==> config.mk <==
export PLATFORM = sky130hd
export DESIGN_NAME = stream_demux_one_to_four
export DESIGN_NICKNAME = d
export VERILOG_FILES = /design/src/rtl/stream_demux_one_to_four.sv
export SDC_FILE = /design/constraint.sdc
export NUM_CORES = 1
export LEC_CHECK = 0
export BUFFER_PORTS_ARGS = -buffer_cell sky130_fd_sc_hd__buf_4
export CAP_MARGIN = 30
export CORE_UTILIZATION = 30
export CTS_BUF_LIST = sky130_fd_sc_hd__clkbuf_8
export DETAILED_ROUTE_END_ITERATION = 16
export PLACE_DENSITY_LB_ADDON = 0.08
export SETUP_SLACK_MARGIN = 0.3
export SYNTH_ARGS = -nofsm -noshare
export SYNTH_HDL_FRONTEND = slang
export SYNTH_SLANG_ARGS = --single-unit
==> constraint.sdc <==
create_clock -name clk -period 4.24 [get_ports clk]
set_input_delay 0.212 -clock clk [delete_from_list [all_inputs] [get_ports clk]]
set_output_delay 0.212 -clock clk [all_outputs]
set_load 0.02 [all_outputs]
==> src/rtl/stream_demux_one_to_four.sv <==
// -----------------------------------------------------------------------------
// stream_demux_one_to_four
//
// Registered 1-to-4 stream demultiplexer. Each word accepted on the input
// stream lands in the one-entry holding register of one of four output
// channels. The target channel is SEL, or the internal round-robin pointer
// when RR_MODE=1. A stalled channel blocks only words aimed at it.
//
// Ports
//   clk         in   1          system clock, rising edge
//   rst         in   1          asynchronous, active-high reset
//   DIN         in   DATA_W     input data word
//   DIN_VALID   in   1          DIN/SEL hold a word to deliver
//   DIN_READY   out  1          block can take the word this cycle
//   SEL         in   2          target channel (ignored when RR_MODE=1)
//   RR_MODE     in   1          1 = target is RR_PTR, 0 = target is SEL
//   DOUT        out  4*DATA_W   channel k data = DOUT[k*DATA_W +: DATA_W]
//   DOUT_VALID  out  4          per-channel holding register full
//   DOUT_READY  in   4          per-channel consumer takes the word this cycle
//   RR_PTR      out  2          current round-robin pointer
//
// Handshake: a transfer happens on a rising edge where valid and ready are
// both 1. A producer holds its word stable (and keeps valid high) until that
// edge; ready may depend combinationally on the consumer side but never on
// valid, so no handshake loop exists.
// -----------------------------------------------------------------------------
module stream_demux_one_to_four #(
  parameter int DATA_W = 8
) (
  input  logic                clk,
  input  logic                rst,
  input  logic [DATA_W-1:0]   DIN,
  input  logic                DIN_VALID,
  output logic                DIN_READY,
  input  logic [1:0]          SEL,
  input  logic                RR_MODE,
  output logic [4*DATA_W-1:0] DOUT,
  output logic [3:0]          DOUT_VALID,
  input  logic [3:0]          DOUT_READY,
  output logic [1:0]          RR_PTR
);

  logic [1:0] tgt;
  logic       acc;
  logic [3:0] wr;     // one-hot: channel written at the coming edge
  logic [3:0] drain;  // channel handing its word to the consumer

  // Target is re-evaluated every cycle, so a stalled word follows SEL or
  // RR_MODE changes without any state update.
  always_comb begin
    tgt = RR_MODE ? RR_PTR : SEL;
  end

  // A channel can take a word if empty, or if it drains at this same edge
  // (full throughput on one channel).
  always_comb begin
    DIN_READY = ~rst & (~DOUT_VALID[tgt] | DOUT_READY[tgt]);
    acc       = DIN_VALID & DIN_READY;
  end

  always_comb begin
    wr    = 4'b0000;
    drain = DOUT_VALID & DOUT_READY;
    if (acc) begin
      wr[tgt] = 1'b1;
    end
  end

  // Holding registers. A write wins over a drain on the same channel, which
  // keeps valid high and replaces the data. Data is left untouched on drain.
  always_ff @(posedge clk or posedge rst) begin
    if (rst) begin
      DOUT       <= '0;
      DOUT_VALID <= 4'b0000;
    end else begin
      for (int k = 0; k < 4; k++) begin
        if (wr[k]) begin
          DOUT[k*DATA_W +: DATA_W] <= DIN;
          DOUT_VALID[k]            <= 1'b1;
        end else if (drain[k]) begin
          DOUT_VALID[k]            <= 1'b0;
        end
      end
    end
  end

  // The pointer advances only on an accepted round-robin word, so it waits
  // on a full channel rather than skipping it, and holds across mode changes.
  always_ff @(posedge clk or posedge rst) begin
    if (rst) begin
      RR_PTR <= 2'd0;
    end else if (acc && RR_MODE) begin
      RR_PTR <= RR_PTR + 2'd1;
    end
  end

endmodule

### Word level (Yosys, flattened, before mapping)

Cells that the tools add are included.

| word-level totals | value |
|---|---|
| input bits | 18 |
| bits in registers | 38 |
| logic and storage cells | 40 |
| output and inout port bits | 39 |

| cells by class | value |
|---|---|
| reduce and logical (&&, ||, !) cells | 6 |
| order comparisons | 2 |
| add/subtract/negate cells | 1 |
| bitwise gates (word level) | 6 |
| muxes and demuxes | 16 |

Operator list:

| cell | count |
|---|---|
| $mux 1 | 11 |
| $reduce_bool 2->1 | 4 |
| $and 4x4->4 | 1 |
| $bmux 1 s2 | 2 |
| $mux 4 | 1 |
| $lt 2x3->1 const B | 1 |
| $add 2x1->2 const B | 1 |
| $and 1x1->1 | 2 |
| $demux 1 s2 | 1 |
| $ge 2x1->1 const B | 1 |
| $logic_and 1x1->1 | 2 |
| $mux 2 | 1 |
| $not 1->1 | 2 |
| $or 1x1->1 | 1 |

### Logic depth before layout (Yosys ltp)

Gate-level depths: netlist of the first run.

| logic depth | value |
|---|---|
| depth in word-level cells | 9 |
| mapped depth | 4 |
| mapped depth without buffers | 4 |

### Worst setup path before layout of the first run

Ideal clock, no wire load.

| path | value |
|---|---|
| kind | reg-to-reg |
| start point | register RR_PTR[0] |
| end point | register DOUT[24] |
| cell stages (with the launch flop) | 4 |
| required time | 4.115 ns |
| setup slack | 2.507 ns |
| period minus slack after synthesis | 1.733 ns |
| data arrival time | 1.608 ns |
| path buffers | 0 |
| setup time | 0.125 ns |
| cells stage by stage | dfrtp_1 -> mux2i_1 -> nor4_4 -> mux2_2 |

| on the way | value |
|---|---|
| word-level cells in the longest chain between the ends | 8 |
| elaborated cells on any way between the ends | 15 |
| those cells by class | order compare (2); mux (8); bitwise (4); reduce/logical (1) |

RTL lines:

| element | line | source |
|---|---|---|
| start, declared | 40 | `output logic [1:0] RR_PTR` |
| start signal, assigned | 93 | `RR_PTR <= RR_PTR + 2'd1;` |
| $mux 2 * | 51 | `tgt = RR_MODE ? RR_PTR : SEL;` |
| $bmux 1 s2 | 57 | `DIN_READY = ~rst & (~DOUT_VALID[tgt] \| DOUT_READY[tgt]);` |
| $mux 1 (not written as such) | 57 |  |
| $not 1->1 | 57 |  |
| $or 1x1->1 | 57 |  |
| $and 1x1->1 | 57 |  |
| $and 1x1->1 | 58 | `acc = DIN_VALID & DIN_READY;` |
| $mux 4 * | 64 | `if (acc) begin` |
| end signal, assigned | 73 | `DOUT <= '0;` |
| end signal, assigned by index | 78 | `DOUT[k*DATA_W +: DATA_W] <= DIN;` |
| end, declared | 37 | `output logic [4*DATA_W-1:0] DOUT,` |

Every way passes the cells marked *; elsewhere a longest branch is shown, timed or not. The select of a mux whose other input is x is not followed.
A chain may end at the register's enable or synchronous reset.

### Final worst setup path of the first run

| path | value |
|---|---|
| start point | register RR_PTR[1] |
| end point | register DOUT[12] |

The elaborated chain is that of the path after synthesis.

==> reports/results.tsv, run 1 <==
stage	metric	value	unit
die	core_area	4820	um^2
die	dieArea	5420	um^2
die	rows	25	
global_route	grt_max_degree	39	
worst_setup_path	cp_max_fo	9	
final_layout	final_nets	183	
timing	finalSetupViolations	0	
routing	via_count	1042	
power_and_ir_drop	peakVddDrop	314	uV
final_layout	drive_gt1_share	62.8	%
run_status	status	complete, no violations	
global_route	antenna_found_initial	0	
timing	fin_crit_sh	48.1	%
final_layout	multi_input_area	584	um^2
final_layout	fin_util	44.3	%
min_path	hp-class	primary input to async pin	
timing	slew-limit-headroom	41.7	%
final_layout	final_common_cell	buf_4	
timing	slew_viol_final	0	
timing	setup_tns	0	ns
timing	setup_ws	2.20	ns
cts	cts_root_buf	clkbuf_8	
worst_setup_path	worstReg2RegStart	RR_PTR[1]$_DFFE_PP0P_	
cts	cts_tree	yes	
routing	drc_errors	0	
placed_design	io_buffer_count	56	
cts	cts_resized	0	
worst_setup_path	reg2reg_slack	2.20	ns
die	fp.dieH	73.6	um
global_route	grt.overflow.total	0	
worst_setup_path	cp_slowest_cell	nor3_2	
timing	hold_viol	0	
power_and_ir_drop	power_density	745	nW/um^2
placed_design	gp_congestion	0.795	
routing	routed_wl	3420	um
timing	fin_skew	0.0101	ns
die	io_pins	57	
cts	cts_sinks	38	
cts	clockBufferDepth	2	
routing	drt_iter0_drc	66	
power_and_ir_drop	p_leak	1.01	nW
routing	wl_per_cell	14.8	um
worst_setup_path	worst_path_largest_cell_delay	0.67	ns
yosys	synth_area	1540	um^2
final_layout	sequential_cell_area	951	um^2
global_route	grt_util_all_layers	14.4	%
final_layout	final_cell_mix	buf_4, dfrtp_1, mux2_2	
final_layout	layout.cells.non_filler	231	
timing	fmax	0.490	GHz
yosys	yosysUniqueCellTypes	17	
global_route	grt_pass1_wl	5670	um
worst_setup_path	cp-start-kind	flop	
timing	timing.hold.ws	0.0701	ns
worst_setup_path	endpoint_kind	flop	
final_layout	final_area	2130	um^2
die	die_w	73.6	um
yosys	synth_nets	119	
die	initial_utilization	31.9	%
global_route	grt_pass1_vias	1130	
placed_design	hpwl	2400	um
placed_design	placedCellCount	225	
yosys	yosysWarnings	0	
worst_setup_path	worstPathArrival	2.20	ns
worst_setup_path	worst-setup-path-type	flop to flop	
routing	viasPerCell	4.51	
cts	cts_setup_buffers	0	
flow_run	drv_cap	0	
routing	ant_nets	0	
worst_setup_path	crit_start	RR_PTR[1]$_DFFE_PP0P_	
routing	dr.pass1.iters	2	
worst_setup_path	cp_cell_sequence	mux2i_4, nand2_1, nor3_2, mux2_2	
final_layout	syn2layout_area_growth	38.6	%
yosys	synth.ff_latch_count	38	
cts	clk_latency	0.28	ns
cts	htree_num_levels	2	
timing	rsz0062_at_grt	no	
final_layout	n_antenna_cell	0	
cts	cts-buffers-inserted	5	
final_layout	num-fill-cells	472	
power_and_ir_drop	power	1.59	mW
placed_design	dp_slack	2.16	ns
cts	path_clk_slew	0.07	ns
yosys	syn_area_per_cell	15.2	um^2
yosys	synthCells	101	
yosys	ys_seq_area_share	61.8	%
placed_design	place_area	2050	um^2
timing	period_needed	2.04	ns
worst_setup_path	worstPathRequired	4.40	ns
timing	tightest_slew	0.869	ns
cts	ctsHoldBuffers	0	
-- sequential cells by signal (all words and copies together) (netlist names) --
register	count
RR_PTR	2
DOUT_VALID	4
DOUT	32
-- worst max-delay path, delay by kind of cell, from the launching register on --
family | cells | cell delay, ns
and+or+nand+nor | 2 | 0.77
muxes | 2 | 0.69
DFF | 1 | 0.44
-- cell families (layout without fill, tap and decap cells) --
logic type,count (synthesis),in the layout,share of synthesized area (%)
multiplexers,37,37,27.6
AND/OR/NAND/NOR,20,20,8.45
AO/OA/AOI/OAI,5,5,1.87
flip-flops,38,38,61.8
buffers and inverters,1,64,0.244
-- layout make-up --
class	count	area share (%)
tap	67	3.93
multi-input combinational	62	27.4
sequential	38	44.6
inverter	1	0.176
timing repair buffer	57	20.1
clock buffer	6	3.87
-- Yosys cell counts (all sizes together) --
cell	instances	area share, %
and3	1	0.49
nand3b	1	0.49
nor2	1	0.24
nor2b	3	1.2
dfrtp	38	62
mux2	34	25
a31oi	3	1.2
nand2b	4	1.6
or2	2	0.81
nand3	1	0.32
nor4	1	1.4
mux2i	3	2.8
a21oi	2	0.65
inv	1	0.24
nor3	1	0.65
nand2	5	1.2
-- final timing paths --
path                       depth (start not counted)                    end
hold reg to reg                                    1   DOUT[23]$_DFFE_PP0P_
max in group asynchronous                          3   DOUT[11]$_DFFE_PP0P_
min in group clk                                   2   DOUT[16]$_DFFE_PP0P_
setup reg to reg                                   4   DOUT[12]$_DFFE_PP0P_
setup / recovery                                   4   DOUT[12]$_DFFE_PP0P_
hold / removal                                     3  RR_PTR[1]$_DFFE_PP0P_
-- routing by layer --
metal	vias to the layer above	wire [um]	GRT usage [%]
met5	-	0	0
met4	0	26	4.49
met3	4	268	5.35
met2	39	1570	22.6
met1	507	1560	18.4
li1	492	-	-
-- power by group --
group	internal, mW	switching (mW)
Clock	0.125	0.112
Sequential	0.530	0.0946
Combinational	0.360	0.368
Total	1.02	0.575
(Power assumes the default switching activity.)
==> run 2: changes to the inputs <==
==> constraint.sdc (replaced) <==
create_clock -name clk -period 1.82 [get_ports clk]
set_input_delay 0.091 -clock clk [delete_from_list [all_inputs] [get_ports clk]]
set_output_delay 0.091 -clock clk [all_outputs]
set_load 0.02 [all_outputs]
==> run 2 against run 1 <==
  * Cell count is 6.5% higher
  * Sequential cell count stayed put
  * Die area stayed put
  * Clock skew is 0.0069 ns lower
  * Cell area is 12% higher
  * Sequential power is 130% higher
  * Setup slack worse by 2.0 ns
  * First-iteration DRC count is 27% lower
  * Sequential share of layout area is 4.6 points lower
  * Critical path type unchanged
  * Critical endpoint is now DOUT[9]$_DFFE_PP0P_
==> reports/results.tsv, run 2 (synthesis gave the netlist of run 1 again) <==
stage	metric	value	unit
run_status	status	complete, no violations	
worst_setup_path	worstPathRequired	2.00	ns
global_route	grt_pass1_wl	6040	um
routing	routed_wl	3780	um
routing	drc_errors	0	
timing	hold_viol	0	
power_and_ir_drop	combPwrFrac	45.0	%
timing	rsz0062_at_grt	yes	
global_route	antenna_found_initial	0	
power_and_ir_drop	p_int	2.76	mW
timing	setup_ws	0.164	ns
final_layout	drive_gt1_share	69.8	%
worst_setup_path	endpoint_kind	flop	
power_and_ir_drop	pwr-share-clk	20.3	%
global_route	grt_max_degree	39	
final_layout	fin_util	49.5	%
min_path	whs_path_depth	2	
cts	path_clk_slew	0.07	ns
timing	fin_crit_sh	91.0	%
power_and_ir_drop	netSwitchingFraction	34.4	%
timing	slew_viol_final	0	
global_route	grt_pass1_vias	1130	
routing	via_count	1087	
cts	htree_num_levels	2	
die	io_pins	57	
cts	cts_tree	yes	
worst_setup_path	cp_slowest_cell	dfrtp_2	
worst_setup_path	worstReg2RegStart	RR_PTR[1]$_DFFE_PP0P_	
routing	ant_nets	0	
min_path	hp-class	primary input to flop	
final_layout	top_regs	DOUT x32, DOUT_VALID x4, RR_PTR x2	
power_and_ir_drop	power	4.21	mW
final_layout	syn2layout_area_growth	54.9	%
final_layout	final_cell_mix	buf_4, dfrtp_1, mux2_2	
power_and_ir_drop	peakVddDrop	771	uV
placed_design	place_area	2140	um^2
timing	tightest_slew	0.482	ns
die	fp.dieH	73.6	um
timing	finalSetupViolations	0	
routing	dr.pass1.iters	4	
die	rows	25	
cts	cts-buffers-inserted	5	
global_route	grt.overflow.total	0	
worst_setup_path	cp_cell_sequence	mux2i_4, buf_4, nand2_2, nor3_4, buf_4, mux2_2	
worst_setup_path	cp-start-kind	flop	
die	initial_utilization	31.9	%
cts	cts_sinks	38	
final_layout	multi_input_area	662	um^2
placed_design	hpwl	2650	um
placed_design	io_buffer_count	56	
final_layout	final_nets	196	
timing	slew-limit-headroom	67.9	%
placed_design	gp_congestion	0.785	
placed_design	dp_slack	0.192	ns
worst_setup_path	worst-setup-path-type	flop to flop	
final_layout	num-fill-cells	460	
routing	wl_per_cell	15.4	um
worst_setup_path	worstPathArrival	1.83	ns
power_and_ir_drop	power_switching	1.45	mW
timing	fin_skew	0.00315	ns
min_path	min_to	DOUT[24]$_DFFE_PP0P_	
worst_setup_path	reg2reg_slack	0.16	ns
worst_setup_path	r2r_cells	6	
power_and_ir_drop	power_density	1760	nW/um^2
cts	cts_root_buf	clkbuf_8	
worst_setup_path	worst_path_largest_cell_delay	0.42	ns
power_and_ir_drop	seqPwrFrac	34.7	%
worst_setup_path	cp_max_fo	6	
worst_setup_path	reg2reg_to	DOUT[9]$_DFFE_PP0P_	
cts	clockBufferDepth	2	
power_and_ir_drop	p_leak	1.14	nW
final_layout	n_antenna_cell	0	
final_layout	largest_register	DOUT	
die	die_w	73.6	um
flow_run	drv_cap	0	
final_layout	sequential_cell_area	953	um^2
final_layout	final_area	2380	um^2
die	core_area	4820	um^2
global_route	grt_util_all_layers	15.9	%
timing	fmax	0.604	GHz
routing	drt_iter0_drc	48	
timing	period_needed	1.66	ns
routing	viasPerCell	4.42	
timing	setup_tns	0	ns
worst_setup_path	cp_common_cell	buf_4	
min_path	min-delay-start	DIN[0]	
final_layout	final_common_cell	buf_4	
final_layout	largest_reg_flops	32	
die	dieArea	5420	um^2
cts	clk_latency	0.29	ns
[run 2: power by group through the flow]
stage | registers [mW] | clock network, mW | logic, mW
after floorplan | 1.94 | 0 | 0.509
after global placement | 1.47 | 0 | 1.77
after detailed placement | 1.49 | 0 | 1.79
after CTS | 1.46 | 0.881 | 1.87
after global routing | 1.52 | 0.909 | 2.00
final | 1.46 | 0.854 | 1.89
[run 2: area by class of cell]
cell class                      instances  share of cell area, %
Inverter                                1                  0.315
Tap cell                               67                   3.52
Clock inverter                          3                   2.89
Multi-Input combinational cell         62                   27.8
Sequential cell                        38                   40.0
Timing Repair Buffer                   70                   22.6
Clock buffer                            5                   2.89
[run 2: worst max-delay path: cells and delay by family, from the launching register on]
kind | cells | cell delay [ns]
buffers and inverters | 2 | 0.38
flip-flops | 1 | 0.42
multiplexers | 2 | 0.56
AND/OR/NAND/NOR | 2 | 0.18
[run 2: worst max path at each step]
stage | startpoint | end
after global placement | RR_PTR[0]$_DFFE_PP0P_ | DOUT[1]$_DFFE_PP0P_
after CTS | RR_PTR[1]$_DFFE_PP0P_ | DIN_READY
final | RR_PTR[1]$_DFFE_PP0P_ | DOUT[9]$_DFFE_PP0P_
after global routing | RR_PTR[1]$_DFFE_PP0P_ | DIN_READY
after detailed placement | RR_PTR[0]$_DFFE_PP0P_ | DOUT[0]$_DFFE_PP0P_
after floorplan | RR_PTR[1]$_DFFE_PP0P_ | DOUT[24]$_DFFE_PP0P_
[run 2: repair_timing]
action / in CTS / in global routing
cloned: 1 / 0
hold endpoints to repair: 38 / 0
resized for setup: 5 / 8
endpoints found under the setup margin: 27 / 25
pin swaps: 2 / 0
buffers inserted: 4 / 1
hold buffers: 1 / 0
[run 2: metal layers]
metal  vias up  global-route usage [%]  part of all wire, %
met5         -                       0                    0
met4         0                    7.05                  1.1
met3         5                    5.49                  6.6
met2        38                    24.1                   49
met1       535                    20.5                   43
li1        509                       -                    -
[run 2: stage by stage]
| step | cells | hold WS, ns |
|---|---|---|
| after CTS | 245 | 0.0416 |
| after detailed placement | 231 | 0.289 |
| after global placement | 231 | 0.278 |
| after floorplan | 101 | 0.0597 |
| final | 246 | 0.0548 |
| after global routing | 246 | 0.0436 |
==> run 3: changes to the inputs <==
--- a/config.mk
+++ b/config.mk
@@ -5,10 +5,11 @@
 export SDC_FILE = /design/constraint.sdc
 export NUM_CORES = 1
 export LEC_CHECK = 0
-export BUFFER_PORTS_ARGS = -buffer_cell sky130_fd_sc_hd__buf_4
+export BUFFER_PORTS_ARGS = -buffer_cell sky130_fd_sc_hd__buf_2
 export CAP_MARGIN = 30
 export CORE_UTILIZATION = 30
 export CTS_BUF_LIST = sky130_fd_sc_hd__clkbuf_8
+export CTS_CLUSTER_SIZE = 20
 export DETAILED_ROUTE_END_ITERATION = 16
 export PLACE_DENSITY_LB_ADDON = 0.08
 export SETUP_SLACK_MARGIN = 0.3
==> run 3 against run 2 <==
  * Setup slack got worse by 0.026 ns
  * Sequential cell count unchanged
  * Clock skew rose by 0.0015 ns
  * Cell count increased by 0.81%
  * Worst hold slack improved by 0.033 ns
  * Die area unchanged
  * Critical endpoint is now DIN_READY
  * Sequential power is essentially flat
  * Clock power is 35% lower
  * Total power down 11%
==> reports/results.tsv, run 3 (synthesis gave the netlist of run 1 again) <==
stage	metric	value	unit
worst_setup_path	cp_slowest_cell	dfrtp_2	
min_path	min_to	DOUT[26]$_DFFE_PP0P_	
timing	rsz0062_at_grt	yes	
die	io_pins	57	
cts	clockBufferDepth	2	
routing	ant_nets	0	
cts	cts_root_buf	clkbuf_8	
final_layout	largest_reg_flops	32	
routing	via_count	1108	
min_path	hp-class	primary input to flop	
worst_setup_path	cp-start-kind	flop	
min_path	min-delay-start	DIN[2]	
global_route	grt_pass1_vias	1142	
final_layout	final_nets	200	
worst_setup_path	worstReg2RegStart	RR_PTR[1]$_DFFE_PP0P_	
run_status	status	complete, no violations	
routing	wl_per_cell	14.9	um
power_and_ir_drop	peakVddDrop	791	uV
final_layout	final_cell_mix	buf_2, dfrtp_1, mux2_2	
global_route	grt_pass1_wl	5820	um
worst_setup_path	r2r_cells	7	
routing	routed_wl	3710	um
placed_design	hpwl	2520	um
die	initial_utilization	31.9	%
global_route	antenna_found_initial	0	
routing	dr.pass1.iters	4	
timing	fmax	0.594	GHz
timing	slew-limit-headroom	67.6	%
die	core_area	4820	um^2
timing	finalSetupViolations	0	
power_and_ir_drop	power_density	1660	nW/um^2
global_route	grt_max_degree	39	
placed_design	io_buffer_count	56	
worst_setup_path	worst-setup-path-type	flop to primary output	
worst_setup_path	crit_start	RR_PTR[1]$_DFFE_PP0P_	
worst_setup_path	cp_max_fo	3	
final_layout	final_common_cell	buf_2	
worst_setup_path	endpoint_kind	primary output	
flow_run	drv_cap	0	
cts	cts_tree	yes	
timing	hold_viol	0	
final_layout	drive_gt1_share	70.2	%
worst_setup_path	worst_path_largest_cell_delay	0.42	ns
routing	drt_iter0_drc	72	
min_path	whs_path_depth	2	
die	dieArea	5420	um^2
power_and_ir_drop	p_leak	1.10	nW
power_and_ir_drop	power	3.73	mW
worst_setup_path	cp_cell_sequence	mux2i_4, buf_4, mux2_4, nand2_1, a21oi_2, buf_6	
timing	fin_skew	0.00465	ns
worst_setup_path	reg2reg_slack	0.17	ns
final_layout	largest_register	DOUT	
worst_setup_path	path_delay_family	multiplexers	
global_route	grt_util_all_layers	14.9	%
worst_setup_path	worstPathArrival	1.59	ns
die	rows	25	
cts	path_clk_slew	0.07	ns
cts	clk_latency	0.28	ns
timing	fin_crit_sh	92.4	%
cts	cts_sinks	38	
timing	slew_viol_final	0	
die	die_w	73.6	um
final_layout	n_antenna_cell	0	
global_route	grt.overflow.total	0	
worst_setup_path	reg2reg_to	DOUT[8]$_DFFE_PP0P_	
placed_design	gp_congestion	0.765	
worst_setup_path	worstPathRequired	1.73	ns
timing	tightest_slew	0.486	ns
final_layout	top_regs	DOUT x32, DOUT_VALID x4, RR_PTR x2	
routing	viasPerCell	4.47	
timing	setup_tns	0	ns
cts	cts-buffers-inserted	5	
final_layout	syn2layout_area_growth	45.9	%
timing	period_needed	1.68	ns
die	fp.dieH	73.6	um
routing	drc_errors	0	
worst_setup_path	cp_num_buf_inv	2	
cts	htree_num_levels	2	
==> run 3: routing by layer <==
layer / share of wire, % / GRT usage [%] / vias to the layer above
li1: - / - / 518
met1: 47 / 19.3 / 546
met2: 46 / 23.0 / 40
met3: 6.6 / 5.21 / 4
met4: 1.1 / 5.77 / 0
met5: 0 / 0 / -
==> run 3: area by class of cell <==
cell class | count | area (um^2)
Clock buffer | 6 | 82.6
Tap cell | 67 | 83.8
Multi-Input combinational cell | 62 | 671
Inverter | 1 | 7.51
Fill cell | 473 | 2570
Timing Repair Buffer | 74 | 447
Sequential cell | 38 | 953
==> run 3: worst max-delay path by stage <==
stage                            to  cells past startpoint  slack, ns
2_1_floorplan  DOUT[24]$_DFFE_PP0P_                      3       0.21
3_3_place_gp    DOUT[1]$_DFFE_PP0P_                      4       0.24
3_5_place_dp    DOUT[7]$_DFFE_PP0P_                      4       0.21
4_1_cts                   DIN_READY                      5       0.19
5_1_grt                   DIN_READY                      6       0.09
6_report                  DIN_READY                      6       0.14
==> run 3: what timing repair did <==
item | CTS | global route
pin swaps | 1 | 2
gates resized for setup | 5 | 16
endpoints found under the hold margin | 38 | 0
endpoints found under the setup margin | 25 | 33
gates cloned | 0 | 1
hold buffers | 1 | 0
setup buffers | 4 | 5
==> run 3: power by group <==
part           internal, mW  total (mW)  switching [mW]
sequential             1.24        1.44           0.198
clock                 0.292       0.555           0.263
combinational         0.800        1.74           0.935
total                  2.33        3.73            1.40
==> run 3: worst reg2reg max path: stages, from the launching register on <==
cell and delay, ns:
dfrtp_2 0.42, mux2i_4 0.19, buf_4 0.15, buf_6 0.12, nand2_4 0.05, nor3_4 0.13
buf_6 0.15, mux2_2 0.33
==> run 3: stage by stage <==
stage               cells  cell area, um^2  setup WS, ns  hold slack [ns]  util (%)
finish                248             2240         0.138           0.0873      46.6
global route          248             2240        0.0934           0.0844      46.6
CTS                   242             2140         0.186           0.0784      44.5
detailed placement    231             2000         0.206            0.289      41.6
global placement      231             2000         0.235            0.278      41.6
floorplan             101             1590         0.213           0.0597         -
